## src/rtl/riscv_clk_ctrl.sv

```systemverilog
// Run-control and rate scheduler for the core clock-enable: emits one ce_o pulse per
// divisor period and handles RUN/HALT/STEP commands and boundary-aligned divisor updates.
module riscv_clk_ctrl #(
    parameter int CNT_W   = 8,
    parameter int DIV_RST = 3
) (
    input  logic             clk_i,
    input  logic             x_reset,
    input  logic             cmd_valid_i,
    input  logic [1:0]       cmd_i,
    output logic             cmd_ready_o,
    input  logic             cfg_valid_i,
    input  logic [CNT_W-1:0] cfg_div_i,
    output logic             cfg_ready_o,
    output logic             ce_o,
    output logic             step_done_o,
    output logic [1:0]       state_o,
    output logic [CNT_W-1:0] div_o
);

    typedef enum logic [1:0] {
        ST_HALT = 2'b00,
        ST_RUN  = 2'b01,
        ST_STEP = 2'b10
    } state_t;

    localparam logic [1:0]       CMD_RUN  = 2'b01;
    localparam logic [1:0]       CMD_HALT = 2'b10;
    localparam logic [1:0]       CMD_STEP = 2'b11;
    localparam logic [CNT_W-1:0] ONE      = CNT_W'(1);
    localparam logic [CNT_W-1:0] ZERO     = CNT_W'(0);

    // A divisor of zero would never reach a boundary, so it is promoted to one.
    function automatic logic [CNT_W-1:0] map_div(input logic [CNT_W-1:0] d);
        map_div = (d == ZERO) ? ONE : d;
    endfunction

    state_t           state_r, state_s;
    logic [CNT_W-1:0] cnt_r, cnt_s;
    logic [CNT_W-1:0] div_r, div_s;
    logic [CNT_W-1:0] pend_div_r, pend_div_s;
    logic             pend_r, pend_s;
    logic             ce_r, ce_s;
    logic             sd_r, sd_s;
    logic             cmd_rdy_r, cfg_rdy_r;
    logic             cmd_acc_s, cfg_acc_s, bnd_s;
    logic [CNT_W-1:0] cfg_val_s;

    // Next-state, counter and divisor bookkeeping for the run-control FSM.
    always_comb begin
        cmd_acc_s  = cmd_valid_i & cmd_rdy_r;
        cfg_acc_s  = cfg_valid_i & cfg_rdy_r;
        cfg_val_s  = map_div(cfg_div_i);
        bnd_s      = (cnt_r == (div_r - ONE));
        state_s    = state_r;
        cnt_s      = cnt_r;
        div_s      = div_r;
        pend_s     = pend_r;
        pend_div_s = pend_div_r;
        ce_s       = 1'b0;
        sd_s       = 1'b0;
        case (state_r)
            ST_HALT: begin
                cnt_s = ZERO;
                if (cfg_acc_s) begin
                    div_s = cfg_val_s;
                end else if (pend_r) begin
                    div_s  = pend_div_r;
                    pend_s = 1'b0;
                end else begin
                    div_s = div_r;
                end
                if (cmd_acc_s && (cmd_i == CMD_RUN)) begin
                    state_s = ST_RUN;
                end else if (cmd_acc_s && (cmd_i == CMD_STEP)) begin
                    state_s = ST_STEP;
                end else begin
                    state_s = ST_HALT;
                end
            end
            ST_RUN: begin
                if (cmd_acc_s && (cmd_i == CMD_HALT)) begin
                    // Halting cancels the current period; any pending divisor lands now.
                    state_s = ST_HALT;
                    cnt_s   = ZERO;
                    pend_s  = 1'b0;
                    if (cfg_acc_s) begin
                        div_s = cfg_val_s;
                    end else if (pend_r) begin
                        div_s = pend_div_r;
                    end else begin
                        div_s = div_r;
                    end
                end else if (bnd_s) begin
                    cnt_s  = ZERO;
                    ce_s   = 1'b1;
                    pend_s = cfg_acc_s;
                    if (pend_r) begin
                        div_s = pend_div_r;
                    end else begin
                        div_s = div_r;
                    end
                    if (cfg_acc_s) begin
                        pend_div_s = cfg_val_s;
                    end else begin
                        pend_div_s = pend_div_r;
                    end
                end else begin
                    cnt_s = cnt_r + ONE;
                    if (cfg_acc_s) begin
                        pend_s     = 1'b1;
                        pend_div_s = cfg_val_s;
                    end else begin
                        pend_s = pend_r;
                    end
                end
            end
            ST_STEP: begin
                if (bnd_s) begin
                    state_s = ST_HALT;
                    cnt_s   = ZERO;
                    ce_s    = 1'b1;
                    sd_s    = 1'b1;
                    pend_s  = 1'b0;
                    if (cfg_acc_s) begin
                        div_s = cfg_val_s;
                    end else if (pend_r) begin
                        div_s = pend_div_r;
                    end else begin
                        div_s = div_r;
                    end
                end else begin
                    cnt_s = cnt_r + ONE;
                    if (cfg_acc_s) begin
                        pend_s     = 1'b1;
                        pend_div_s = cfg_val_s;
                    end else begin
                        pend_s = pend_r;
                    end
                end
            end
            default: begin
                state_s = ST_HALT;
                cnt_s   = ZERO;
                pend_s  = 1'b0;
            end
        endcase
    end

    // State and registered outputs; ready flags are precomputed from next state.
    always_ff @(posedge clk_i or negedge x_reset) begin
        if (!x_reset) begin
            state_r    <= ST_HALT;
            cnt_r      <= ZERO;
            div_r      <= CNT_W'(DIV_RST);
            pend_div_r <= ZERO;
            pend_r     <= 1'b0;
            ce_r       <= 1'b0;
            sd_r       <= 1'b0;
            cmd_rdy_r  <= 1'b1;
            cfg_rdy_r  <= 1'b1;
        end else begin
            state_r    <= state_s;
            cnt_r      <= cnt_s;
            div_r      <= div_s;
            pend_div_r <= pend_div_s;
            pend_r     <= pend_s;
            ce_r       <= ce_s;
            sd_r       <= sd_s;
            cmd_rdy_r  <= (state_s != ST_STEP);
            cfg_rdy_r  <= ~pend_s;
        end
    end

    assign cmd_ready_o = cmd_rdy_r;
    assign cfg_ready_o = cfg_rdy_r;
    assign ce_o        = ce_r;
    assign step_done_o = sd_r;
    assign state_o     = state_r;
    assign div_o       = div_r;

endmodule

```

## config.mk

```make
export PLATFORM = sky130hd
export DESIGN_NAME = riscv_clk_ctrl
export DESIGN_NICKNAME = d
export VERILOG_FILES = /design/src/rtl/riscv_clk_ctrl.sv
export SDC_FILE = /design/constraint.sdc
export NUM_CORES = 1
export LEC_CHECK = 0
export CAP_MARGIN = 20
export CELL_PAD_IN_SITES_DETAIL_PLACEMENT = 1
export CELL_PAD_IN_SITES_GLOBAL_PLACEMENT = 2
export CORE_MARGIN = 2
export CORE_UTILIZATION = 35
export CTS_BUF_LIST = sky130_fd_sc_hd__clkbuf_8
export CTS_CLUSTER_DIAMETER = 40
export DETAILED_ROUTE_END_ITERATION = 6
export PLACE_DENSITY = 0.84
export SLEW_MARGIN = 10
export SYNTH_ARGS = -nofsm -noshare
export SYNTH_HDL_FRONTEND = slang
export SYNTH_SLANG_ARGS = --single-unit
```

## constraint.sdc

```tcl
create_clock -name clk_i -period 7.06 [get_ports clk_i]
set_input_delay 1.412 -clock clk_i [delete_from_list [all_inputs] [get_ports clk_i]]
set_output_delay 1.412 -clock clk_i [all_outputs]
set_load 0.03 [all_outputs]
```

==> metrics.txt <==
setup bufs post-CTS 0; WP data required 7260 ps; vias 1379; drt total wl 4248 µm; global-route wire length before repair 7327 µm; final core occ 0.4586; Slew @ Worst Pin 594.7 ps; CTS Buffer Depth 2; GP Congestion 0.8442; row cnt 25; Synth Net Count 185; Peak VDD IR 0.1398 mV; IO buf count 27; layout cell share with drive strength beyond 1 0.1429; headroom to the max-slew limit 0.6036; Ant. Diodes 0; largest net degree at the start of global routing 32; Num CTS Buffers 5; critical path class in -> reg; fin crit share 0.4525; wire per inst 16.15 µm; area occupied by multi-input gates 918.4 µm²; CTS sink count 31; Die X-Extent 74.97 µm; most frequent cells after synthesis dfrtp_1 (27), nor2_1 (10), xor2_1 (10); Initial Util 0.3684; Clock Tree Root clkbuf_8; vias in the first global route 1510; Post-DP HPWL 3216 µm; hold crit path type reg -> reg; YS warnings 0; most instantiated library cell after synthesis dfrtp_1; Die Area 5621 µm²; First-pass DRT Iterations 4; Worst EP arrival 3400 ps; io pins 28; post-synthesis sequential area ratio 0.4429; global route overflow 0; Leakage 0.8872 nW; post-synthesis cell type count 43; CTS tree done; outcome finished clean; Synth top area share 0.3833; cells taking the most area after synthesis dfrtp_1 (38%), dfstp_2 (6.0%), mux2_2 (5.1%); Syn Area/Cell 10.75 µm²; Max-Cap Viols 0; Critical Path Fanout Max 10; # DRC 0; asr flop ratio synth 1.000; Worst Skew 6.157 ps; endpoints failing setup 0; # nets final 216; Routed Antenna Nets 0; final hold vios 0; Fillers 544; largest area contributor in the netlist dfrtp_1; Syn-to-layout area delta 24.49%; CP Capture Type flip-flop; H-tree levels 2; iteration-0 DRC count of the detailed router 30; post-layout min period 3195 ps; Post-Syn Area 1763 µm²; antenna violations before repair 0; max frequency 313.0 MHz; placeable core area 4786 µm²; Global Route Usage Sum 0.1739; drt via density 5.243; RSZ-0062 raised after global routing no; crit path launch type input port; clk slew on worst S/H paths 60 ps; Post-Syn Instances 164; worst-skew pair later-pin latency 280 ps; EDFF count, synth 0; Slew Viols, Final 0; Yosys reg bits 31; pwr/cell area 379.9 nW/µm²; cts repair resizes 0; Synth Flop Type dfrtp_1; total area of sequential cells 780.7 µm²; Die Y 74.97 µm; cts hold-fix bufs 0; setup TNS 0 ps
[sequential cells by signal, summed over array words and instances (netlist names)]
register / flops
ce_o: 1
cfg_ready_o: 1
cmd_ready_o: 1
cnt_r: 8
div_o: 8
pend_div_r: 8
pend_r: 1
state_o: 2
step_done_o: 1
[through the flow]
stage / worst slack (ps) / hold WS, ps / cells / instance area [µm²] / total power [mW]
finish: 3865 / 512.6 / 263 / 2195 / 0.8338
global route: 3713 / 537.8 / 263 / 2195 / 0.8869
CTS: 3877 / 513.9 / 263 / 2195 / 0.8439
detailed placement: 3579 / 500.4 / 255 / 2095 / 0.6882
global placement: 3732 / 496.3 / 255 / 2095 / 0.6721
floorplan: 4146 / 481.6 / 164 / 1763 / 0.5676
[cell type report]
cell class | instances | share of cell area
multi-input cells | 120 | 0.4185
flip-flops and latches | 31 | 0.3558
repair buffers | 28 | 0.1266
clock buffers | 7 | 0.04390
well taps | 67 | 0.03820
inverters | 9 | 0.01539
clock inverters | 1 | 0.001710
[critical path, cell delays in order]
cell	delay, ps
clkdlybuf4s50_1	510
nand4b_1	120
and2_0	260
or2_2	440
a221oi_4	440
a2bb2oi_1	210
[power by group]
part,internal (mW),switching (mW)
registers,0.241,0.0761
logic,0.174,0.192
clock network,0.0874,0.0630
total,0.502,0.331
[routing by layer]
layer / vias up / track usage / part of all wire
met5: - / 0 / 0
met4: 0 / 0.05952 / 0.0094
met3: 4 / 0.03614 / 0.030
met2: 24 / 0.3002 / 0.51
met1: 691 / 0.2157 / 0.45
li1: 660 / - / -
[worst paths after layout]
path	startpoint	end	slack [ps]	cells past startpoint
max	cmd_i[1]	div_o[1]	3870	6
min	pend_div_r[4]	pend_div_r[4]	510	1
max reg2reg	div_o[0]	div_o[2]	4100	8
min reg2reg	pend_div_r[4]	pend_div_r[4]	510	1
max in group asynchronous	x_reset	cmd_ready_o	5210	2
min in group asynchronous	x_reset	div_o[3]	1520	2
[cells in the final DEF (no fill, tap or decap), types with 2 or more instances in the layout]
cell	n
dfrtp_1	27
clkdlybuf4s50_1	27
inv_1	10
xor2_1	10
nor2_1	10
a21oi_1	9
o22ai_1	9
nand3_1	8
mux2_2	8
a2bb2oi_1	8
ha_1	7
clkbuf_8	7
nand2_1	6
xnor2_1	5
nor3_1	4
dfstp_2	4
nand2b_1	3
and3_1	3
o21bai_1	2
o21ai_0	2
o211ai_1	2
or2_2	2
a211oi_4	2
nor2b_1	2
[cells by family after synthesis]
kind of cell,after synthesis,share of synthesized area
buf+inv,13,0.03619
fa+ha+maj,7,0.04968
flops,31,0.4429
simple gates,47,0.1462
compound gates,43,0.1994
xor+xnor,15,0.07452
mux,8,0.05110
Note: power is estimated with default switching activity, not from simulation.
